## src/rtl/stream_rr_arbiter.sv

```systemverilog
// stream_rr_arbiter: round-robin arbiter sharing one stream sink between NB_IN requesters, with bursts of up to MAX_BURST beats per grant
module stream_rr_arbiter #(
    parameter int NB_IN      = 4,
    parameter int DATA_WIDTH = 32,
    parameter int MAX_BURST  = 4,
    localparam int SW        = (DATA_WIDTH + 7) / 8
) (
    input  logic                                clk_i,
    input  logic                                rst_ni,
    input  logic                                clear_i,
    input  logic [NB_IN-1:0]                    in_valid_i,
    output logic [NB_IN-1:0]                    in_ready_o,
    input  logic [NB_IN-1:0][DATA_WIDTH-1:0]    in_data_i,
    input  logic [NB_IN-1:0][SW-1:0]            in_strb_i,
    output logic                                out_valid_o,
    input  logic                                out_ready_i,
    output logic [DATA_WIDTH-1:0]               out_data_o,
    output logic [SW-1:0]                       out_strb_o,
    output logic [NB_IN-1:0]                    grant_o,
    output logic                                busy_o
);
    localparam int PW = $clog2(NB_IN);
    localparam int CW = $clog2(MAX_BURST + 1);

    typedef enum logic {IDLE, LOCK} state_e;

    state_e         state_q, state_d;
    logic [PW-1:0]  rr_ptr_q, rr_ptr_d, grant_q, grant_d, w_idle, w;
    logic [CW-1:0]  beat_cnt_q, beat_cnt_d;
    logic           found, sel_valid, hs;

    function automatic logic [PW-1:0] wrap_inc(input logic [PW-1:0] p);
        return (p == PW'(NB_IN - 1)) ? '0 : p + 1'b1;
    endfunction

    // first valid requester at or after rr_ptr_q, wrapping around
    always_comb begin
        int unsigned j;
        j      = 0;
        w_idle = '0;
        found  = 1'b0;
        for (int i = 0; i < NB_IN; i++) begin
            j = int'(rr_ptr_q) + i;
            if (j >= NB_IN) j -= NB_IN;
            if (!found && in_valid_i[j]) begin
                w_idle = PW'(j);
                found  = 1'b1;
            end
        end
    end

    assign w         = (state_q == LOCK) ? grant_q : w_idle;
    assign sel_valid = in_valid_i[w];
    assign hs        = sel_valid & out_ready_i;
    assign busy_o    = (state_q == LOCK);

    // zero-latency mux from the selected requester to the sink; everything idles at 0 without a valid source
    always_comb begin
        out_valid_o   = sel_valid;
        out_data_o    = sel_valid ? in_data_i[w] : '0;
        out_strb_o    = sel_valid ? in_strb_i[w] : '0;
        in_ready_o    = '0;
        in_ready_o[w] = hs;
        grant_o       = '0;
        grant_o[w]    = sel_valid;
    end

    // lock onto a valid source even without a handshake so it is never abandoned mid-beat
    always_comb begin
        state_d    = state_q;
        rr_ptr_d   = rr_ptr_q;
        grant_d    = grant_q;
        beat_cnt_d = beat_cnt_q;
        if (state_q == IDLE) begin
            if (sel_valid) begin
                if (MAX_BURST == 1 && hs) begin
                    rr_ptr_d = wrap_inc(w);
                end else begin
                    state_d    = LOCK;
                    grant_d    = w;
                    beat_cnt_d = CW'(hs);
                end
            end
        end else if (!sel_valid || (hs && beat_cnt_q == CW'(MAX_BURST - 1))) begin
            state_d    = IDLE;
            rr_ptr_d   = wrap_inc(grant_q);
            beat_cnt_d = '0;
        end else if (hs) begin
            beat_cnt_d = beat_cnt_q + 1'b1;
        end
    end

    // state registers with async reset and sync clear
    always_ff @(posedge clk_i or negedge rst_ni) begin
        if (!rst_ni) begin
            state_q    <= IDLE;
            rr_ptr_q   <= '0;
            grant_q    <= '0;
            beat_cnt_q <= '0;
        end else if (clear_i) begin
            state_q    <= IDLE;
            rr_ptr_q   <= '0;
            grant_q    <= '0;
            beat_cnt_q <= '0;
        end else begin
            state_q    <= state_d;
            rr_ptr_q   <= rr_ptr_d;
            grant_q    <= grant_d;
            beat_cnt_q <= beat_cnt_d;
        end
    end
endmodule

```

## config.mk

```make
export PLATFORM = sky130hd
export DESIGN_NAME = stream_rr_arbiter
export DESIGN_NICKNAME = d
export VERILOG_FILES = /design/src/rtl/stream_rr_arbiter.sv
export SDC_FILE = /design/constraint.sdc
export NUM_CORES = 1
export LEC_CHECK = 0
export ABC_CLOCK_PERIOD_IN_PS = 5500
export BUFFER_PORTS_ARGS = -buffer_cell sky130_fd_sc_hd__buf_2
export CELL_PAD_IN_SITES_DETAIL_PLACEMENT = 2
export CELL_PAD_IN_SITES_GLOBAL_PLACEMENT = 2
export CORE_ASPECT_RATIO = 0.6
export CORE_MARGIN = 1
export CORE_UTILIZATION = 19
export CTS_CLUSTER_SIZE = 24
export DETAILED_ROUTE_END_ITERATION = 6
export PLACE_DENSITY_LB_ADDON = 0.1
export SKIP_CTS_REPAIR_TIMING = 1
export SYNTH_ARGS = -nofsm -noshare
export SYNTH_HDL_FRONTEND = slang
export SYNTH_SLANG_ARGS = --single-unit
```

## constraint.sdc

```tcl
create_clock -name clk_i -period 5.5 [get_ports clk_i]
set_input_delay 0.55 -clock clk_i [delete_from_list [all_inputs] [get_ports clk_i]]
set_output_delay 0.55 -clock clk_i [all_outputs]
set_load 0.05 [all_outputs]
```

==> summary.md, run 1 <==
| Metric | Value |
|---|---|
| RR Endpoint | `beat_cnt_q[1]` |
| Layout cell share with drive strength beyond 1 | `66.4%` |
| Final hold viol count | `0` |
| Fill count | `1144` |
| Critical path class | `flop to output pin` |
| Final Max Slew Viols | `0` |
| Max FO, Critical Path | `37` |
| Slew margin rel. | `38.9%` |
| Detailed-route via count | `2348` |
| Worst EP arrival | `3.19 ns` |
| Clock tree from TritonCTS | `yes` |
| VDD IR max | `0.132 mV` |
| Mux contribution to synthesized area | `44.6%` |
| Required @ worst endpoint | `4.95 ns` |
| Reg2reg setup slack | `3.02 ns` |
| Root Buffer | `clkbuf_16` |
| Worst-path clk slew | `0.04 ns` |
| Maxcap violations | `0` |
| Total congestion overflow | `0` |
| #FFs+latches synth | `8` |
| Drt drc | `0` |
| Outcome | `completed` |
| Worst-Margin Slew | `0.915 ns` |
| Largest net degree at the start of global routing | `41` |
| Post-Synth Simple-Gate Area | `23.9%` |
| Fin Clk Skew | `0.00137 ns` |
| Sequential cell area fraction in the yosys report | `10.4%` |
| Most common cell after layout, fill and taps aside | `buf_2` |
| Ant. Diodes | `0` |
| Longest Clk Path Bufs | `2` |
| Most frequent cells in the layout | `buf_2 (197), and2_1 (37), mux4_2 (32)` |
| FF-to-FF path depth | `6` |
| R2r startpoint | `rr_ptr_q[1]` |
| I/O Buffers | `197` |
| Total CTS buffers | `3` |
| 1st-pass router iterations | `5` |
| H-tree Lvls | `1` |
| Net count, final | `525` |
| Chip width | `132 um` |
| DRT Wirelength | `9.45 mm` |
| CP endpoint kind | `output pin` |
| Sum Neg Setup Slack | `0 ns` |
| Row count | `28` |
| Area of the multi-input gates | `1600 sq um` |
| Initial core utilization | `19.6%` |
| Post-Syn Area | `1930 sq um` |
| Min-delay worst type | `input port to async pin` |
| Total die area | `10600 sq um` |
| Global-route wire length before repair | `13.8 mm` |
| Minimum clock period | `3.74 ns` |
| Crit path launch | `rr_ptr_q[1]` |
| Power Density | `404 nW/um^2` |
| XOR/XNOR Fraction of Synth Area | `0.455%` |
| Static leakage | `1.50 nW` |
| Post-Synth Adder-Cell Area | `1.30%` |
| Worst setup path end | `out_data_o[23]` |
| Top FF cell, synth | `dfrtp_1` |
| Largest family of logic cells by synthesized area | `multiplexers` |
| Cell variety after synth | `42` |
| EDFF count, synth | `0` |
| Avg WL per Cell | `18.7 um` |
| Fmax | `267 MHz` |
| Unrepaired setup endpoints after global routing | `no` |
| ANT nets after route | `0` |
| Warnings from Yosys | `0` |
| Drt initial violations | `44` |
| Pwr Total | `1.25 mW` |
| Vias in the first global route | `2337` |
| GP Congestion | `0.831` |
| Synth Instances | `183` |
| FFs w/ async S/R, synth | `100%` |
| Hpwl dp | `8.13 mm` |
| Crit share post-route | `68.0%` |
| Avg Cell Area, Syn | `10.5 sq um` |
| Synth Area in Compound Gates | `12.3%` |
| Core area | `9840 sq um` |
| Initial antenna violation count | `1` |
| Die height | `80.0 um` |
| Setup violations, final | `0` |
| Worst skew pair latency | `0.23 ns` |
| Post-DR vias/cell | `4.66` |
| Global Route Usage Sum | `17.2%` |
| FF+latch area | `200 sq um` |
| Worst setup SP type | `flop` |
| CTS sink count | `8` |
| Syn-to-layout area delta | `60.2%` |
| IO Pins | `198` |
| Syn nets | `337` |
-- flip-flops by register name (all words and copies together) (netlist names) --
register / cells
rr_ptr_q: 2
beat_cnt_q: 3
grant_q: 2
busy_o: 1
-- worst min path at each step --
stage	end	slack (ns)	cells after the start
2_1_floorplan	beat_cnt_q[0]	0.25	0
3_3_place_gp	rr_ptr_q[1]	0.41	1
3_5_place_dp	rr_ptr_q[0]	0.41	1
4_1_cts	rr_ptr_q[0]	0.16	1
5_1_grt	rr_ptr_q[0]	0.18	1
6_report	rr_ptr_q[0]	0.16	1
-- cell usage after synthesis (2+ instances only) --
library cell / number / area share [%]
buf_2: 7 / 1.8
nand2_1: 8 / 1.6
nand2b_1: 5 / 1.6
nor2_1: 6 / 1.2
clkbuf_1: 6 / 1.2
nor3_1: 3 / 0.78
o21ai_0: 5 / 1.3
nor2b_1: 2 / 0.65
ha_1: 2 / 1.3
mux4_2: 32 / 37
and3_1: 3 / 0.97
a21oi_1: 5 / 1.3
a21o_1: 2 / 0.78
mux4_1: 4 / 5.5
nor4_1: 2 / 0.65
and2_1: 37 / 12
dfrtp_1: 8 / 10
inv_1: 9 / 1.8
a21boi_0: 2 / 0.78
o211ai_1: 2 / 0.78
buf_6: 4 / 2.3
mux2_2: 3 / 1.8
nand3_1: 5 / 1.3
a31oi_1: 3 / 0.97
-- worst max-delay path, cell delays in order (launching register included) --
cell	delay, ns
dfrtp_1	0.48
a21boi_0	0.22
o21bai_1	0.11
a32o_4	0.44
a32oi_4	0.34
nor2_2	0.12
inv_1	0.70
and2_1	0.25
buf_2	0.27
-- final cells by class --
type | count | area share [%]
clock buffers | 3 | 2.43
repair buffers | 200 | 32.7
multi-input cells | 149 | 51.8
flip-flops and latches | 8 | 6.49
inverters | 9 | 1.09
well taps | 135 | 5.47
-- layer usage --
metal / track usage, % / wire [um] / vias to the layer above
met3: 4.00 / 636 / 7
met1: 22.1 / 4000 / 1158
li1: - / - / 1086
met5: 0 / 0 / -
met2: 29.9 / 4750 / 97
met4: 3.02 / 61 / 0
-- power breakdown --
group	total (mW)	switching [mW]	internal [mW]
clock network	0.123	0.0293	0.0938
registers	0.0804	0.0130	0.0674
logic	1.04	0.692	0.350
total	1.25	0.735	0.511
-- logic make-up after synthesis --
group	count (synthesis)
muxes	39
xor gates and xnor gates	1
buffers and inverters	26
and+or+nand+nor	78
DFF	8
AOI/OAI and AO/OA	29
adders and majority gates	2
-- per-stage QoR --
step / cell area, sq um / cells / hold slack, ns / util (%) / worst slack [ns]
6_report: 3090 / 504 / 0.158 / 31.4 / 1.76
5_1_grt: 3090 / 504 / 0.178 / 31.4 / 1.44
4_1_cts: 3090 / 504 / 0.164 / 31.4 / 1.71
3_5_place_dp: 3010 / 501 / 0.413 / 30.6 / 1.74
3_3_place_gp: 3010 / 501 / 0.410 / 30.6 / 1.75
2_1_floorplan: 1930 / 183 / 0.254 / - / 1.83
(Power assumes the default switching activity.)
==> run 2, diff against run 1 <==
- ABC_CLOCK_PERIOD_IN_PS: 5500 -> 3100
- CORE_UTILIZATION: 19 -> 16
- clock period: 5.5 -> 3.1 ns (I/O delays scaled with it)
==> run 2 against run 1 <==
  * Design area is 7.5% higher
  * First-iteration DRC count rose by 45%
  * Largest cell class unchanged
  * Sequential power is 79% higher
  * Critical path depth shrank 1
  * Power increased by 91%
  * Highest routed layer unchanged
  * Via count increased by 3.9%
  * Final cell count rose by 7.9%
  * Sequential share of layout area down 0.41 points
  * Global-route usage is 2.2 points lower
  * Die area rose by 18%
  * Utilization is 2.6 points lower
  * Clock skew grew 0.0012 ns
==> summary.md, run 2 (synthesis gave the netlist of run 1 again) <==
| Metric | Value |
|---|---|
| Outcome | `completed (unchanged)` |
| Unrepaired setup endpoints after global routing | `no (unchanged)` |
| Required @ worst endpoint | `2.79 ns (was 4.95 ns)` |
| IO Pins | `198 (unchanged)` |
| Die height | `87.0 um (was 80.0 um)` |
| Slew margin rel. | `70.5% (was 38.9%)` |
| Most common cell after layout, fill and taps aside | `buf_2 (unchanged)` |
| Syn-to-layout area delta | `72.2% (was 60.2%)` |
| Initial core utilization | `16.7% (was 19.6%)` |
| Sum Neg Setup Slack | `0 ns (unchanged)` |
| Vias in the first global route | `2484 (was 2337)` |
| Total congestion overflow | `0 (unchanged)` |
| Max FO, Critical Path | `11 (was 37)` |
| Fmax | `335 MHz` |
| Crit share post-route | `96.4%` |
| Worst-path clk slew | `0.04 ns (about the same)` |
| Top reg by flops | `beat_cnt_q (unchanged)` |
| Hold Slack | `0.406 ns (was 0.158 ns)` |
| Detailed-route via count | `2440 (was 2348)` |
| Met2 wire length | `5.24 mm (was 4.75 mm)` |
| Worst-Margin Slew | `0.440 ns (was 0.915 ns)` |
| CTS sink count | `8 (unchanged)` |
| Placed Area | `3130 sq um (was 3010 sq um)` |
| Setup violations, final | `0 (unchanged)` |
| Pwr Total | `2.38 mW (was 1.25 mW)` |
| Non-filler instance count after layout | `544 (was 504)` |
| DR top layer | `met4 (unchanged)` |
| Largest net degree at the start of global routing | `38 (was 41)` |
| VDD IR max | `0.185 mV (was 0.132 mV)` |
| Maxcap violations | `0 (unchanged)` |
| Post-route setup slack | `0.112 ns (was 1.76 ns)` |
| Final Max Slew Viols | `0 (unchanged)` |
| Initial antenna violation count | `0 (was 1)` |
| Min-delay worst type | `input port to flop (was input port to async pin)` |
| Fin Clk Skew | `0.00255 ns (was 0.00137 ns)` |
| Max reg flops | `3 (unchanged)` |
| Post-DR vias/cell | `4.49 (was 4.66)` |
| Worst EP arrival | `2.68 ns (was 3.19 ns)` |
| Total CTS buffers | `3 (unchanged)` |
| Minimum clock period | `2.99 ns` |
| ANT nets after route | `0 (unchanged)` |
| Final hold viol count | `0 (unchanged)` |
| DRT Wirelength | `10.3 mm (was 9.45 mm)` |
| Chip width | `144 um (was 132 um)` |
| Drt drc | `0 (unchanged)` |
| Place WS | `0.171 ns (was 1.74 ns)` |
| CP endpoint kind | `output pin (unchanged)` |
| Global Route Usage Sum | `15.0% (was 17.2%)` |
| Static leakage | `1.59 nW (was 1.50 nW)` |
| Most frequent cells in the layout | `buf_2 (197), and2_1 (37), mux4_2 (32) (unchanged)` |
| Hpwl dp | `8.55 mm (was 8.13 mm)` |
| GP Congestion | `0.748 (was 0.831)` |
| Ant. Diodes | `0 (unchanged)` |
| Post-layout util | `28.8% (was 31.4%)` |
| Layout cell share with drive strength beyond 1 | `69.0% (was 66.4%)` |
| Total die area | `12500 sq um (was 10600 sq um)` |
| Power Density | `716 nW/um^2 (was 404 nW/um^2)` |
| Clock tree from TritonCTS | `yes (unchanged)` |
| Drt initial violations | `64 (was 44)` |
| Global-route wire length before repair | `14.4 mm (was 13.8 mm)` |
| Met3 wire length | `612 um (was 636 um)` |
| Net count, final | `540 (was 525)` |
| H-tree Lvls | `1 (unchanged)` |
| Core area | `11500 sq um (was 9840 sq um)` |
| Worst setup SP type | `flop (unchanged)` |
| Dpl cells | `532 (was 501)` |
| Root Buffer | `clkbuf_16 (unchanged)` |
| I/O Buffers | `197 (unchanged)` |
| Worst skew pair latency | `0.23 ns (about the same)` |
| Avg WL per Cell | `19.0 um (was 18.7 um)` |
| Row count | `30 (was 28)` |
| Critical path class | `flop to output pin (unchanged)` |
| Largest registers | `beat_cnt_q: 3 flops, grant_q: 2 flops, rr_ptr_q: 2 flops (unchanged)` |
| 1st-pass router iterations | `4 (was 5)` |
| Longest Clk Path Bufs | `2 (unchanged)` |
| Metal-1 WL | `4.43 mm (was 4.00 mm)` |
| Design area | `3320 sq um (was 3090 sq um)` |
-- run 2: final cells by class --
class / count / area, sq um
fillers: 1346 / 8210
multi-input cells: 151 / 1660
repair buffers: 213 / 1150
flip-flops and latches: 8 / 201
well taps: 160 / 200
clock buffers: 3 / 75.1
inverters: 9 / 33.8
-- run 2: final timing paths --
check	start	to	slack, ns	depth (start not counted)
max in group asynchronous	rst_ni	rr_ptr_q[1]	2.45	2
min reg2reg	beat_cnt_q[2]	beat_cnt_q[2]	0.67	3
max	rr_ptr_q[1]	out_data_o[16]	0.11	7
min	out_ready_i	busy_o	0.41	2
max reg2reg	rr_ptr_q[1]	rr_ptr_q[0]	0.66	6
min in group asynchronous	rst_ni	rr_ptr_q[0]	0.46	2
-- run 2: worst max-delay path: stages (launching register included) --
cell	delay [ns]
dfrtp_2	0.47
nand2b_1	0.22
a32oi_4	0.30
a32o_4	0.34
buf_4	0.21
mux4_2	0.52
and2_1	0.17
buf_2	0.20
-- run 2: layer usage --
layer  GRT usage (%)  vias up
li1                -     1124
met1            20.0     1220
met2            26.5       92
met3            2.25        4
met4            1.64        0
met5               0        -
-- run 2: power breakdown --
part	total, mW	switching (mW)	leakage (nW)	internal, mW
clock network	0.214	0.0476	0.0370	0.166
registers	0.144	0.0243	0.107	0.120
logic	2.02	1.29	1.45	0.730
total	2.38	1.36	1.59	1.02
==> run 3, diff against run 2 <==
- PLACE_DENSITY: unset -> 0.77
- PLACE_DENSITY_LB_ADDON: 0.1 -> unset
==> run 3 against run 2 <==
  * Sequential share of layout area rose by 0.088 points
  * Largest power group unchanged
  * Clock skew fell by 0.0011 ns
  * Sequential power barely moved
==> summary.md, run 3 (synthesis gave the netlist of run 1 again) <==
| Metric | Value |
|---|---|
| FF+latch area | `201 sq um (unchanged)` |
| Global Route Usage Sum | `15.9% (was 15.0%)` |
| Syn-to-layout area delta | `69.7% (was 72.2%)` |
| Avg WL per Cell | `19.7 um (was 19.0 um)` |
| Dpl cells | `529 (was 532)` |
| ANT nets after route | `0 (unchanged)` |
| Hpwl dp | `9.04 mm (was 8.55 mm)` |
| Vias in the first global route | `2601 (was 2484)` |
| Clock tree from TritonCTS | `yes (unchanged)` |
| Die height | `87.0 um (unchanged)` |
| Row count | `30 (unchanged)` |
| Worst EP arrival | `2.64 ns (was 2.68 ns)` |
| Critical hold path startpoint | `out_ready_i (unchanged)` |
| Minimum clock period | `2.95 ns (was 2.99 ns)` |
| Top reg by flops | `beat_cnt_q (unchanged)` |
| FF-to-FF path depth | `7 (was 6)` |
| Post-layout util | `28.4% (was 28.8%)` |
| Fill count | `1346 (unchanged)` |
| Worst-Margin Slew | `0.427 ns (was 0.440 ns)` |
| Post-route setup slack | `0.151 ns (was 0.112 ns)` |
| Outcome | `completed (unchanged)` |
| Largest net degree at the start of global routing | `41 (was 38)` |
| Max FO, Critical Path | `25 (was 11)` |
| Chip width | `144 um (unchanged)` |
| CP endpoint kind | `output pin (unchanged)` |
| Place WS | `0.231 ns (was 0.171 ns)` |
| Hold Slack | `0.412 ns (was 0.406 ns)` |
| Worst-path clk slew | `0.04 ns (about the same)` |
| Drt initial violations | `63 (was 64)` |
| Static leakage | `1.58 nW (was 1.59 nW)` |
| Reg2reg setup slack | `0.79 ns (was 0.66 ns)` |
| I/O Buffers | `197 (unchanged)` |
| Most common cell after layout, fill and taps aside | `buf_2 (unchanged)` |
| Maxcap violations | `0 (unchanged)` |
| Power Density | `720 nW/um^2 (was 716 nW/um^2)` |
| Sum Neg Setup Slack | `0 ns (unchanged)` |
| Critical path class | `flop to output pin (unchanged)` |
| Detailed-route via count | `2432 (was 2440)` |
| Design area | `3270 sq um (was 3320 sq um)` |
| Post-DR vias/cell | `4.48 (was 4.49)` |
| Area of the multi-input gates | `1600 sq um (was 1660 sq um)` |
| Total congestion overflow | `0 (unchanged)` |
| Largest registers | `beat_cnt_q: 3 flops, grant_q: 2 flops, rr_ptr_q: 2 flops (unchanged)` |
| Total die area | `12500 sq um (unchanged)` |
| Most frequent cells in the layout | `buf_2 (197), and2_1 (37), mux4_2 (32) (unchanged)` |
| Fmax | `339 MHz (was 335 MHz)` |
| Final hold viol count | `0 (unchanged)` |
| Core area | `11500 sq um (unchanged)` |
| R2r startpoint | `rr_ptr_q[0] (was rr_ptr_q[1])` |
| Drt drc | `0 (unchanged)` |
| Net count, final | `538 (was 540)` |
| RR Endpoint | `beat_cnt_q[1] (was rr_ptr_q[0])` |
| DRT Wirelength | `10.7 mm (was 10.3 mm)` |
| CTS sink count | `8 (unchanged)` |
| Min-delay worst type | `input port to flop (unchanged)` |
| Layout cell share with drive strength beyond 1 | `67.5% (was 69.0%)` |
| Worst setup SP type | `flop (unchanged)` |
| IO Pins | `198 (unchanged)` |
| H-tree Lvls | `1 (unchanged)` |
| Initial antenna violation count | `1 (was 0)` |
| Worst skew pair latency | `0.23 ns (about the same)` |
| Global-route wire length before repair | `14.9 mm (was 14.4 mm)` |
| Final Max Slew Viols | `0 (unchanged)` |
| Setup violations, final | `0 (unchanged)` |
| Longest Clk Path Bufs | `2 (unchanged)` |
| Total CTS buffers | `3 (unchanged)` |
| Placed Area | `3090 sq um (was 3130 sq um)` |
| Required @ worst endpoint | `2.79 ns (about the same)` |
| Pwr Total | `2.35 mW (was 2.38 mW)` |
| Fin Clk Skew | `0.00141 ns (was 0.00255 ns)` |
| Max reg flops | `3 (unchanged)` |
| VDD IR max | `0.273 mV (was 0.185 mV)` |
| Initial core utilization | `16.7% (unchanged)` |
| Slew margin rel. | `71.2% (was 70.5%)` |
| 1st-pass router iterations | `4 (unchanged)` |
| Non-filler instance count after layout | `543 (was 544)` |
| Hold depth | `2 (unchanged)` |
| Crit share post-route | `95.1% (was 96.4%)` |
| Unrepaired setup endpoints after global routing | `no (unchanged)` |
| GP Congestion | `0.801 (was 0.748)` |
| Root Buffer | `clkbuf_16 (unchanged)` |
| Hold Crit Endpoint | `busy_o (unchanged)` |
[run 3: worst max-delay path by stage]
stage,from,to,slack (ns),cells past startpoint
floorplan,busy_o,in_ready_o[1],-0.33,6
global placement,rr_ptr_q[1],out_data_o[19],0.31,8
detailed placement,rr_ptr_q[1],out_data_o[29],0.23,7
CTS,rr_ptr_q[1],out_data_o[29],-0.03,7
global route,rr_ptr_q[1],out_data_o[18],0.01,7
finish,rr_ptr_q[0],out_data_o[19],0.15,7
[run 3: final cells by class]
class / count / area share [%]
antenna: 1 / 0.0765
clock buffer: 3 / 2.30
inverter: 9 / 1.03
multi-input combinational: 149 / 48.9
sequential: 8 / 6.16
tap: 160 / 6.12
timing repair buffer: 213 / 35.4
[run 3: metal layers]
| metal | share of wire [%] | vias to the layer above | GRT usage, % |
|---|---|---|---|
| met2 | 52 | 94 | 29.2 |
| li1 | - | 1114 | - |
| met5 | 0 | - | 0 |
| met1 | 41 | 1216 | 19.9 |
| met4 | 0.84 | 0 | 3.00 |
| met3 | 5.7 | 8 | 2.42 |
[run 3: power breakdown]
group	internal [mW]	switching [mW]
registers	0.120	0.0254
logic	0.716	1.27
clock network	0.166	0.0510
total	1.00	1.35
[run 3: worst max-delay path, cell delays in order, from the launching register on]
cell and delay [ns]:
dfrtp_1 0.46, and2_1 0.18, a32oi_1 0.24, a32o_4 0.33, buf_16 0.22, mux4_2 0.56
and2_1 0.18, buf_2 0.21
